$ cat src/rtl/toast_mem_arbiter.sv
// toast_mem_arbiter: shares one single-port synchronous RAM (1-cycle read
// latency) between the instruction-fetch port and the data port.
//
// Handshake (both requesters): req is held with stable address/data until gnt
// is seen high in the same cycle; the memory access is issued in that gnt
// cycle; exactly one cycle later the requester sees rvalid together with its
// rdata (for data writes rvalid is an ack and rdata is don't-care). A
// requester may drop req without ever being granted.
//
// Data has priority, except that once MAX_D_BURST data grants have been made
// back-to-back while a fetch is pending, the fetch wins the next cycle.
module toast_mem_arbiter #(
  parameter int unsigned MAX_D_BURST = 4,
  parameter int unsigned ADDR_W      = 32
) (
  input  logic              clk_i,
  input  logic              reset_i,
  input  logic              if_req_i,
  input  logic [ADDR_W-1:0] if_addr_i,
  output logic              if_gnt_o,
  output logic              if_rvalid_o,
  output logic [31:0]       if_rdata_o,
  input  logic              d_req_i,
  input  logic [ADDR_W-1:0] d_addr_i,
  input  logic [3:0]        d_we_i,
  input  logic [31:0]       d_wdata_i,
  output logic              d_gnt_o,
  output logic              d_rvalid_o,
  output logic [31:0]       d_rdata_o,
  output logic              mem_en_o,
  output logic [ADDR_W-1:0] mem_addr_o,
  output logic [3:0]        mem_we_o,
  output logic [31:0]       mem_wdata_o,
  input  logic [31:0]       mem_rdata_i,
  output logic [1:0]        dbg_owner_o,
  output logic [3:0]        dbg_cnt_o
);

  typedef enum logic [1:0] {
    OWN_NONE = 2'd0,
    OWN_D    = 2'd1,
    OWN_IF   = 2'd2
  } owner_e;

  localparam logic [3:0] MAX_CNT = 4'(MAX_D_BURST);

  owner_e      owner_q, owner_d;
  logic [3:0]  cnt_q, cnt_d;
  logic [31:0] d_hold_q, if_hold_q;
  logic        d_gnt_c, if_gnt_c;
  logic        burst_full;

  // Byte-lane bits of the requester addresses are not forwarded to the RAM.
  logic unused_addr_lsbs;
  assign unused_addr_lsbs = ^{if_addr_i[1:0], d_addr_i[1:0]};

  assign burst_full = (cnt_q == MAX_CNT);

  // State register: response owner, burst counter, per-port held read data.
  always_ff @(posedge clk_i) begin
    if (reset_i) begin
      owner_q   <= OWN_NONE;
      cnt_q     <= '0;
      d_hold_q  <= '0;
      if_hold_q <= '0;
    end else begin
      owner_q <= owner_d;
      cnt_q   <= cnt_d;
      if (owner_q == OWN_D)  d_hold_q  <= mem_rdata_i;
      if (owner_q == OWN_IF) if_hold_q <= mem_rdata_i;
    end
  end

  // Next state: arbitration, owner of next cycle's response, burst count.
  always_comb begin
    d_gnt_c  = 1'b0;
    if_gnt_c = 1'b0;
    owner_d  = OWN_NONE;
    cnt_d    = cnt_q;
    if (!reset_i) begin
      if (d_req_i && !(if_req_i && burst_full)) begin
        d_gnt_c = 1'b1;
        owner_d = OWN_D;
      end else if (if_req_i) begin
        if_gnt_c = 1'b1;
        owner_d  = OWN_IF;
      end
    end
    // Count data grants only while a fetch is waiting behind them.
    if (d_gnt_c && if_req_i) begin
      cnt_d = burst_full ? cnt_q : cnt_q + 4'd1;
    end else if (if_gnt_c || !if_req_i) begin
      cnt_d = '0;
    end
  end

  // Outputs: memory drive from the granted port, responses from the owner.
  always_comb begin
    if_gnt_o    = if_gnt_c;
    d_gnt_o     = d_gnt_c;
    mem_en_o    = d_gnt_c | if_gnt_c;
    mem_addr_o  = '0;
    mem_we_o    = '0;
    mem_wdata_o = '0;
    if_rvalid_o = 1'b0;
    d_rvalid_o  = 1'b0;
    if_rdata_o  = '0;
    d_rdata_o   = '0;
    if (d_gnt_c) begin
      mem_addr_o  = {d_addr_i[ADDR_W-1:2], 2'b00};
      mem_we_o    = d_we_i;
      mem_wdata_o = d_wdata_i;
    end else if (if_gnt_c) begin
      mem_addr_o = {if_addr_i[ADDR_W-1:2], 2'b00};
    end
    if (!reset_i) begin
      d_rvalid_o  = (owner_q == OWN_D);
      if_rvalid_o = (owner_q == OWN_IF);
      d_rdata_o   = (owner_q == OWN_D)  ? mem_rdata_i : d_hold_q;
      if_rdata_o  = (owner_q == OWN_IF) ? mem_rdata_i : if_hold_q;
    end
  end

  assign dbg_owner_o = owner_q;
  assign dbg_cnt_o   = cnt_q;

endmodule

$ cat config.mk
export PLATFORM = sky130hd
export DESIGN_NAME = toast_mem_arbiter
export DESIGN_NICKNAME = d
export VERILOG_FILES = /design/src/rtl/toast_mem_arbiter.sv
export SDC_FILE = /design/constraint.sdc
export NUM_CORES = 1
export LEC_CHECK = 0
export BUFFER_PORTS_ARGS = -buffer_cell sky130_fd_sc_hd__clkbuf_2
export CAP_MARGIN = 5
export CORE_AREA = 2 2 109 111
export CTS_BUF_LIST = sky130_fd_sc_hd__clkbuf_4 sky130_fd_sc_hd__clkbuf_8
export CTS_CLUSTER_SIZE = 20
export DETAILED_ROUTE_END_ITERATION = 7
export DIE_AREA = 0 0 111 113
export PLACE_DENSITY = 0.6
export SETUP_SLACK_MARGIN = 0.15
export SLEW_MARGIN = 40
export SYNTH_ARGS = -nofsm -noshare
export SYNTH_HDL_FRONTEND = slang
export SYNTH_SLANG_ARGS = --single-unit
$ cat constraint.sdc
create_clock -name clk_i -period 6.8 [get_ports clk_i]
set_clock_uncertainty 0.1 [all_clocks]
set_input_delay 2.04 -clock clk_i [delete_from_list [all_inputs] [get_ports clk_i]]
set_output_delay 2.04 -clock clk_i [all_outputs]
set_load 0.1 [all_outputs]
**Word-level counts from Yosys, hierarchy flattened**

Cells that the tools add are included.
W data, S select, Z words.

- Word-level logic and storage cells: 40
- Output and inout bits: 143
- Register bits after elaboration: 70
- Input port bits: 136

- $add $sub $neg: 1
- Equality and inequality tests: 4
- Reduce and logical (&&, ||, !) cells: 9
- Bitwise operators: 1
- Mux-type cells: 20

Operators by type and width:

| kind | number |
|---|---|
| $mux W32 | 7 |
| $mux W4 | 4 |
| $mux W1 | 8 |
| $add A4 B1 Y4 const B | 1 |
| $eq A4 B3 Y1 const B | 1 |
| $logic_and A1 B1 Y1 | 3 |
| $eq A2 B1 Y1 const B | 1 |
| $eq A2 B2 Y1 const B | 1 |
| $logic_not A1 Y1 | 2 |
| $mux W2 | 1 |
| $ne A2 B2 Y1 const B | 1 |
| $reduce_and A2 Y1 | 1 |
| $reduce_bool A2 Y1 | 1 |
| $reduce_or A2 Y1 | 1 |
| $logic_or A1 B1 Y1 | 1 |
| $or A1 B1 Y1 | 1 |

**Depth between registers and ports, before layout**

Gate-level depths: netlist of the first run.

- Depth after elaboration: 9
- Mapped depth: 7
- Depth with buffers taken out: 5

**Least setup slack after synthesis of the first run**

OpenSTA, ideal clock, no wires.

- Kind: input -> output
- From: in reset_i
- To: out mem_wdata_o[22]
- Stages: 5
- Required time: 4660 ps
- Data arrival time: 4326 ps
- Buffers on the path: 2
- Setup slack: 334 ps
- Path through: clkbuf_1 inv_1 o211a_1 clkbuf_1 and2_1

- Word-level cells in the longest chain between the ends: 2

RTL lines:

| what | line | RTL |
|---|---|---|
| from (decl) | 17 | `input logic reset_i,` |
| $mux W1 | 80 | `if (!reset_i) begin` |
| net d_gnt_o | 27 | `output logic d_gnt_o,` |
| $mux W32 | 109 | `if (d_gnt_c) begin` |
| to (decl) | 33 | `output logic [31:0] mem_wdata_o,` |

The timed path passes the listed nets, and every way through them passes these cells.

**Worst setup path in the final report of the first run**

- From: in if_req_i
- To: out mem_addr_o[26]

- Word-level cells in the longest chain between the ends: 7
- Elaborated cells on any way between the ends: 10
- Classes of those cells: mux: 7; reduce/logical: 3

RTL lines:

| what | line | RTL |
|---|---|---|
| from (decl) | 18 | `input logic if_req_i,` |
| $logic_and A1 B1 Y1 | 81 | `if (d_req_i && !(if_req_i && burst_full)) begin` |
| $logic_not A1 Y1 | 81 |  |
| $logic_and A1 B1 Y1 | 81 |  |
| $mux W1 | 81 |  |
| $mux W1 | 80 |  |
| $mux W32 | 113 | `end else if (if_gnt_c) begin` |
| $mux W32 * | 109 |  |
| to (decl) | 31 | `output logic [ADDR_W-1:0] mem_addr_o,` |

Mark *: on every way between the ends. The rest lies on a longest branch, timed or not.

==> metrics, run 1 <==
outcome=completed; Pleak=2.66 nW; Port Buf Inserts=272; CP startpoint kind=input pin; M2 GR Usage=0.371; minimum clock period=5.75 ns; Unique masters post-synth=24; initial antenna violation count=1; Die H=113 um; Inst Count DP=782; DP Wirelength=10.4 mm; met1 Usage GRT=0.202; crit-path max cell delay=0.48 ns; Vias=3,516; CTS buffer count=9; met3 Resource Use GR=0.0595; number of routed nets with antenna violations=0; peak supply drop=0.126 mV; Clock Power Share=0.286; Synth Register Bits=70; number of global-route vias before repair=3,483; Crit Path Class=input pin to output pin; Slew Viols, Final=0; cell area after synthesis=3040 um2; gpl congestion=0.942; root buffer cell=clkbuf_8; NetSw=512 uW; io pins=279; synthesized area per cell=7.74 um2; drt drc=0; min-delay worst type=flop to flop; Internal Pwr Total=775 uW; clk sinks=70; Final setup viols=0; global-route wire length before repair=18.7 mm; H-tree Lvls=3; post-route clock period utilization=0.845; layout cells sized above 1=0.459; number of cell rows=39; FF/Latch Area=1400 um2; number of hold buffers added after cts=0; worst-margin pin slew=0.731 ns; die width=111 um; GRT overflow=0; largest net degree at the start of global routing=40; Post-CTS Setup Inserts=0; switch share=0.398; Slowest cell on crit path=o211a_1; fin nets=788; Core Region=11,300 um2; final cell count without fillers=797; Post-Synthesis Cells=393; die area=12,500 um2; 1st-iter DRT viols=238; clk_lat worst skew=0.33 ns; total global-route track usage=0.192; # diodes=0; CTS tree=yes; yosys warns=0; post_cts resized=0; Worst Path Arrival=3.61 ns; Max Cap Violations=0; Initial Utilization=0.270; footprint of the multi-input gates=1480 um2; sequential fraction of the synthesis area=0.461; Final Hold Fails=0; CP required=4.66 ns; Vias per Instance=4.41; GR peak layer=met2; commonest non-fill, non-tap cell in the layout=clkbuf_2; relative slew slack=0.511; Fillers=1,040; most frequent cells in the layout=clkbuf_2 (205), nand2_1 (128), dfxtp_1 (70), buf_12 (67), a21oi_1 (64); drt wl/cell=15.6 um; crit end category=output pin; Sum Neg Setup Slack=0 ns; P&R area growth vs syn=88.4%; Reg power frac=0.334; total power draw=1.29 mW; CP Cell Sequence=clkbuf_2, inv_1, o211a_1, buf_4, a22o_1, buf_12; crit-path max FO=19; final core occ=0.509; final WL=12.5 mm; Comb power frac=0.381; Longest Clk Path Bufs=2; FMAX=174 MHz; DR pass1 iterations=4; unrepaired setup endpoints after global routing=false; Power Density=225 nW/um2; clock slew at reported path FFs=0.07 ns
-- critical path, delay by kind of cell --
kind            cells  cell delay, ns
buf+inv             4            0.77
compound gates      2            0.79
-- sequential cells by signal, summed over array words and instances (netlist names) --
signal,count
if_hold_q,32
dbg_owner_o,2
dbg_cnt_o,4
d_hold_q,32
-- power groups by stage --
stage          sequential (mW)  combinational (mW)  clock (mW)
2_1_floorplan            0.445               0.321           0
3_3_place_gp             0.439               0.489           0
3_5_place_dp             0.439               0.492           0
4_1_cts                  0.430               0.492       0.378
5_1_grt                  0.431               0.506       0.397
6_report                 0.430               0.490       0.368
-- synth_stat cells --
master    count  area (um2)
ha_1          2        25.0
clkbuf_1     28         105
and2_1       36         225
buf_6         2        22.5
a22o_1       30         263
a21oi_1      64         320
a211oi_2      1        12.5
nand4_1       1        6.26
o211a_1       2        20.0
conb_1        1        3.75
dfxtp_1      70        1400
buf_1         1        3.75
inv_1         5        18.8
nor2b_1       2        12.5
nand2b_1      2        12.5
nor2_1        8        30.0
nand3b_4      1        20.0
a211oi_1      1        7.51
buf_4         2        15.0
nand3_1       1        5.00
xnor2_1       1        8.76
nand2_1     128         480
xor2_1        1        8.76
buf_2         3        15.0
-- layout make-up --
class                           instances  area share
Inverter                                5     0.00327
Tap cell                              143      0.0312
Timing Repair Buffer                  281       0.425
Clock buffer                           10      0.0240
Clock inverter                          5      0.0146
Sequential cell                        70       0.244
Multi-Input combinational cell        283       0.258
-- kinds of logic after synthesis --
group,after synthesis,share of synthesized area
AND/OR/NAND/NOR,179,0.260
AO/OA/AOI/OAI,98,0.205
flip-flops,70,0.461
buffers and inverters,41,0.0592
XOR/XNOR,2,0.00576
adder cells (fa/ha/maj),2,0.00822
other,1,0.00123
-- worst paths after layout --
path,startpoint,slack (ns),depth (start not counted),end
setup / recovery,if_req_i,1.05,6,mem_addr_o[26]
hold / removal,d_hold_q[11],0.36,2,d_hold_q[11]
setup reg to reg,dbg_owner_o[1],4.95,4,d_hold_q[23]
hold reg to reg,d_hold_q[11],0.36,2,d_hold_q[11]
-- through the flow --
stage               cell area (um2)  worst slack [ns]  hold WS [ns]
finish                         5730              1.05         0.361
global route                   5730             0.961         0.384
CTS                            5730              1.08         0.362
detailed placement             5510              1.09         0.352
global placement               5510              1.13         0.346
floorplan                      3050             0.334         0.779
-- routing by layer --
| metal | vias up | routed length, um |
|---|---|---|
| met5 | - | 12 |
| met1 | 1558 | 4550 |
| li1 | 1791 | - |
| met4 | 2 | 243 |
| met2 | 148 | 6690 |
| met3 | 17 | 973 |
No activity file was read; power rests on OpenSTA's default activity.
==> run 2, diff against run 1 <==
Settings changed: CORE_AREA 2 2 109 111 to 2 2 108 110, DIE_AREA 0 0 111 113 to 0 0 110 112, PLACE_DENSITY 0.6 to 0.64.
Clock period 6.8 ns to 4.9 ns, I/O delays scaled along.
==> metrics, run 2 (synthesis gave the netlist of run 1 again) <==
Longest Clk Path Bufs=2 (unchanged); relative slew slack=0.616 (was 0.511); Final Hold Fails=0 (unchanged); unrepaired setup endpoints after global routing=false (unchanged); Crit Path Class=input pin to output pin (unchanged); Post-CTS Setup Inserts=0 (unchanged); GRT overflow=0 (unchanged); outcome=completed (unchanged); global-route wire length before repair=18.9 mm (was 18.7 mm); Vias per Instance=4.58 (was 4.41); clk sinks=70 (unchanged); peak supply drop=0.151 mV (was 0.126 mV); Port Buf Inserts=272 (unchanged); FMAX=227 MHz; largest net degree at the start of global routing=68 (was 40); Core Region=11,200 um2 (was 11,300 um2); H-tree Lvls=3 (unchanged); Slew Viols, Final=0 (unchanged); clk_lat worst skew=0.34 ns (was 0.33 ns); crit end category=output pin (unchanged); number of global-route vias before repair=3,560 (was 3,483); min-delay worst type=flop to flop (unchanged); Critical Path Most Common Cell=buf_4; number of routed nets with antenna violations=0 (unchanged); number of hold buffers added after cts=0 (unchanged); CP required=3.33 ns (was 4.66 ns); most frequent cells in the layout=clkbuf_2 (204), nand2_1 (128), dfxtp_1 (70), buf_12 (68), a21oi_2 (37) (was clkbuf_2 (205), nand2_1 (128), dfxtp_1 (70), buf_12 (67), a21oi_1 (64)); total global-route track usage=0.204 (was 0.192); drt wl/cell=16.1 um (was 15.6 um); crit-path max cell delay=0.39 ns (was 0.48 ns); worst-margin pin slew=0.579 ns (was 0.731 ns); final WL=12.8 mm (was 12.5 mm); CTS tree=yes (unchanged); minimum clock period=4.40 ns; post_cts resized=0 (unchanged); CP startpoint kind=input pin (unchanged); io pins=279 (unchanged); Vias=3,656 (was 3,516); hold_ws=0.362 ns (was 0.361 ns); Power Density=299 nW/um2 (was 225 nW/um2); Pleak=2.67 nW (was 2.66 nW); die width=110 um (was 111 um); initial antenna violation count=0 (was 1); Max Cap Violations=0 (unchanged); CP Cell Sequence=buf_2, buf_4, buf_4, a21oi_1, clkbuf_2 (was clkbuf_2, inv_1, o211a_1, buf_4, a22o_1, buf_12); Slowest cell on crit path=clkbuf_2 (was o211a_1); Die H=112 um (was 113 um); 1st-iter DRT viols=200 (was 238); die area=12,300 um2 (was 12,500 um2); Initial Utilization=0.272 (was 0.270); P&R area growth vs syn=93.5% (was 88.4%); number of cell rows=39 (unchanged); CTS buffer count=9 (unchanged); Final setup viols=0 (unchanged); # diodes=0 (unchanged); DR pass1 iterations=4 (unchanged); clock slew at reported path FFs=0.06 ns (was 0.07 ns); post-route clock period utilization=0.898; Worst Path Arrival=2.83 ns (was 3.61 ns); gpl congestion=0.904 (was 0.942); critical path's top delay family=buffers and inverters (was compound AO/OA/AOI/OAI gates); crit-path max FO=26 (was 19); WP buf/inv=4 (unchanged); drt drc=0 (unchanged); root buffer cell=clkbuf_8 (unchanged); final core occ=0.527 (was 0.509); fin nets=788 (unchanged); layout cells sized above 1=0.544 (was 0.459); commonest non-fill, non-tap cell in the layout=clkbuf_2 (unchanged); DP Wirelength=10.5 mm (was 10.4 mm)
run 2: layout make-up:
| class | count | area, um2 |
|---|---|---|
| flip-flops and latches | 70 | 1400 |
| well taps | 143 | 179 |
| clock inverters | 4 | 45.0 |
| multi-input cells | 283 | 1640 |
| repair buffers | 281 | 2450 |
| clock buffers | 12 | 159 |
| inverters | 5 | 18.8 |
| fillers | 1045 | 5290 |
run 2: worst reg2reg max path: stages, from the launching register on:
cell	delay, ns
dfxtp_1	0.40
nand2b_1	0.45
buf_4	0.38
nand2_1	0.11
a21oi_1	0.23
run 2: metrics by stage:
| step | power, mW | cell area (um2) | instances | setup TNS, ns | setup slack, ns |
|---|---|---|---|---|---|
| final | 1.76 | 5890 | 798 | 0 | 0.502 |
| after global routing | 1.83 | 5890 | 798 | 0 | 0.425 |
| after CTS | 1.78 | 5890 | 798 | 0 | 0.494 |
| after detailed placement | 1.31 | 5680 | 782 | 0 | 0.497 |
| after global placement | 1.30 | 5680 | 782 | 0 | 0.524 |
| after floorplan | 1.07 | 3210 | 394 | -3.97 | -0.198 |
run 2: power by group:
part | switching (mW) | leakage [nW] | internal (mW)
clock | 0.202 | 0.110 | 0.266
combinational | 0.499 | 1.99 | 0.194
sequential | 0.00655 | 0.570 | 0.590
total | 0.708 | 2.67 | 1.05
run 2: worst paths after layout:
path | cells after the start | startpoint | slack [ns] | end
max | 5 | reset_i | 0.50 | if_rdata_o[9]
min | 2 | if_hold_q[8] | 0.36 | if_hold_q[8]
max reg2reg | 4 | dbg_owner_o[0] | 3.15 | if_hold_q[23]
min reg2reg | 2 | if_hold_q[8] | 0.36 | if_hold_q[8]
run 2: metal layers:
metal  global-route usage  part of all wire  wire (um)  up-vias
li1                     -                 -          -     1799
met1                0.220              0.37       4710     1671
met2                0.361              0.51       6550      164
met3               0.0802              0.10       1300       22
met4               0.0650             0.020        251        0
met5                    0                 0          0        -
==> run 3, diff against run 2 <==
Settings changed: ABC_AREA set to 1, PLACE_DENSITY 0.64 to 0.66.
==> metrics, run 3 <==
outcome=completed (unchanged); Fillers=902 (was 1,045); DP Wirelength=10.2 mm (was 10.5 mm); Post-Synth Adder-Cell Area=0.00753 (was 0.00822); ys flop type=dfxtp_1 (unchanged); Initial Utilization=0.297 (was 0.272); 1st-iter DRT viols=243 (was 200); die width=110 um (unchanged); minimum clock period=4.45 ns (was 4.40 ns); Simple-Gate Fraction of Synth Area=0.346 (was 0.260); synthesized area per cell=6.63 um2 (was 7.74 um2); sequential fraction of the synthesis area=0.422 (was 0.461); GRT overflow=0 (unchanged); Final Hold Fails=0 (unchanged); clk_lat worst skew=0.34 ns (about the same); worst-margin pin slew=0.629 ns (was 0.579 ns); unrepaired setup endpoints after global routing=false (unchanged); io pins=279 (unchanged); number of global-route vias before repair=3,971 (was 3,560); final cell count without fillers=903 (was 798); Longest Clk Path Bufs=2 (unchanged); gpl congestion=0.824 (was 0.904); Worst R2R Path Depth=9 (was 4); root buffer cell=clkbuf_8 (unchanged); post_cts resized=0 (unchanged); Port Buf Inserts=272 (unchanged); Die H=112 um (unchanged); footprint of the multi-input gates=1580 um2 (was 1640 um2); Vias=4,104 (was 3,656); Vias per Instance=4.54 (was 4.58); Max Cap Violations=0 (unchanged); Crit Path Class=input pin to output pin (unchanged); peak supply drop=0.223 mV (was 0.151 mV); H-tree Lvls=3 (unchanged); P&R area growth vs syn=111% (was 93.5%); reg-to-reg startpoint=dbg_cnt_o[0] (was dbg_owner_o[0]); final WL=13.0 mm (was 12.8 mm); Worst Hold Endpoint=dbg_cnt_o[0] (was if_hold_q[8]); CP required=3.33 ns (about the same); min-delay worst type=flop to flop (unchanged); largest family of logic cells by synthesized area=simple AND/OR/NAND/NOR gates (unchanged); commonest cells in the netlist=nor2_1 (175), dfxtp_1 (70), o21ai_0 (65) (was nand2_1 (128), dfxtp_1 (70), a21oi_1 (64)); Yosys top cell area share=0.422 (was 0.461); CP startpoint kind=input pin (unchanged); Post-CTS Setup Inserts=0 (unchanged); Worst Path Arrival=2.88 ns (was 2.83 ns); Post-synth EDFFs=0 (unchanged); hold path cells=1 (was 2); FF/Latch Area=1400 um2 (unchanged); DR pass1 iterations=4 (unchanged); post-route clock period utilization=0.907 (was 0.898); Synth Area in Compound Gates=0.0979 (was 0.205); number of hold buffers added after cts=0 (unchanged); number of cell rows=39 (unchanged); cell with the most instances after synthesis=nor2_1 (was nand2_1); relative slew slack=0.580 (was 0.616); largest cells by area after synthesis=dfxtp_1 (42%), nor2_1 (20%), o21ai_0 (9.8%) (was dfxtp_1 (46%), nand2_1 (16%), a21oi_1 (11%)); Post-Synthesis Cells=501 (was 393); final core occ=0.627 (was 0.527); HP Start=dbg_cnt_o[0] (was if_hold_q[8]); FMAX=225 MHz (was 227 MHz); dominant cell type by area after synthesis=dfxtp_1 (unchanged); FFs w/ async S/R, synth=0 (unchanged); cell area after synthesis=3320 um2 (was 3040 um2); clock slew at reported path FFs=0.08 ns (was 0.06 ns); Unique masters post-synth=19 (was 24); Synth Register Bits=70 (unchanged); Post-Synth XOR/XNOR Area=0.00527 (was 0.00576); initial antenna violation count=0 (unchanged); Inst Count DP=887 (was 782); crit end category=output pin (unchanged); largest net degree at the start of global routing=40 (was 68); drt drc=0 (unchanged); post-synthesis mux area share=0 (unchanged); Power Density=286 nW/um2 (was 299 nW/um2); Sum Neg Setup Slack=0 ns (unchanged); global-route wire length before repair=19.9 mm (was 18.9 mm); total global-route track usage=0.207 (was 0.204); yosys warns=0 (unchanged); final worst-path setup slack=0.455 ns (was 0.502 ns); commonest non-fill, non-tap cell in the layout=nor2_1 (was clkbuf_2); clk sinks=70 (unchanged); number of routed nets with antenna violations=0 (unchanged); CTS buffer count=9 (unchanged); layout cells sized above 1=0.429 (was 0.544); crit-path max FO=39 (was 26); r2r setup slk=3.29 ns (was 3.15 ns); # diodes=0 (unchanged); CTS tree=yes (unchanged); most frequent cells in the layout=nor2_1 (153), clkbuf_2 (139), buf_12 (135), dfxtp_1 (70), o21ai_0 (64) (was clkbuf_2 (204), nand2_1 (128), dfxtp_1 (70), buf_12 (68), a21oi_2 (37)); Slew Viols, Final=0 (unchanged); total power draw=2.00 mW (was 1.76 mW); die area=12,300 um2 (unchanged); RR Endpoint=dbg_owner_o[0] (was if_hold_q[23]); fin nets=893 (was 788); Pleak=3.42 nW (was 2.67 nW); Final setup viols=0 (unchanged); pre-CTS WS=0.462 ns (was 0.497 ns); Core Region=11,200 um2 (unchanged); drt wl/cell=14.4 um (was 16.1 um)
[run 3: worst max-delay path by stage]
stage                     startpoint         endpoint  slack (ns)  cells past startpoint
after floorplan             if_req_i  mem_wdata_o[23]     -0.0007                      7
after global placement       reset_i  mem_wdata_o[25]        0.50                      7
after detailed placement     reset_i  mem_wdata_o[25]        0.46                      7
after CTS                    reset_i  mem_wdata_o[25]        0.46                      7
after global routing         reset_i   mem_wdata_o[2]        0.34                      7
final                        reset_i  mem_wdata_o[25]        0.45                      7
[run 3: cell type report]
class / count / share of cell area
clock inverter: 6 / 0.0100
inverter: 47 / 0.0252
multi-input combinational: 344 / 0.225
clock buffer: 10 / 0.0188
timing repair buffer: 283 / 0.495
sequential: 70 / 0.200
tap: 143 / 0.0255
[run 3: cells by family after synthesis]
logic type,count (synthesis)
XOR/XNOR,2
AO/OA/AOI/OAI,65
adder cells (fa/ha/maj),2
buffers and inverters,88
AND/OR/NAND/NOR,273
flip-flops,70
other,1
[run 3: routing by layer]
layer	up-vias	share of wire	GRT usage	wire, um
met5	-	0	0	0
met4	0	0.011	0.0506	146
met3	12	0.093	0.0662	1210
met2	171	0.52	0.375	6710
met1	1827	0.38	0.228	4900
li1	2094	-	-	-
[run 3: critical path: stages]
cell      delay [ns]
clkbuf_2        0.17
inv_2           0.10
buf_4           0.32
nand3_2         0.15
buf_12          0.20
nor2_1          0.22
buf_12          0.21
[run 3: metrics by stage]
step                cell area (um2)  hold slack, ns
finish                         7000           0.395
global route                   7000           0.442
CTS                            7000           0.389
detailed placement             6800           0.370
global placement               6800           0.360
floorplan                      3380           0.778
[run 3: power by group]
group	internal [mW]	switching [mW]	total, mW
combinational	0.296	0.620	0.916
clock	0.245	0.236	0.481
sequential	0.600	0.00842	0.608
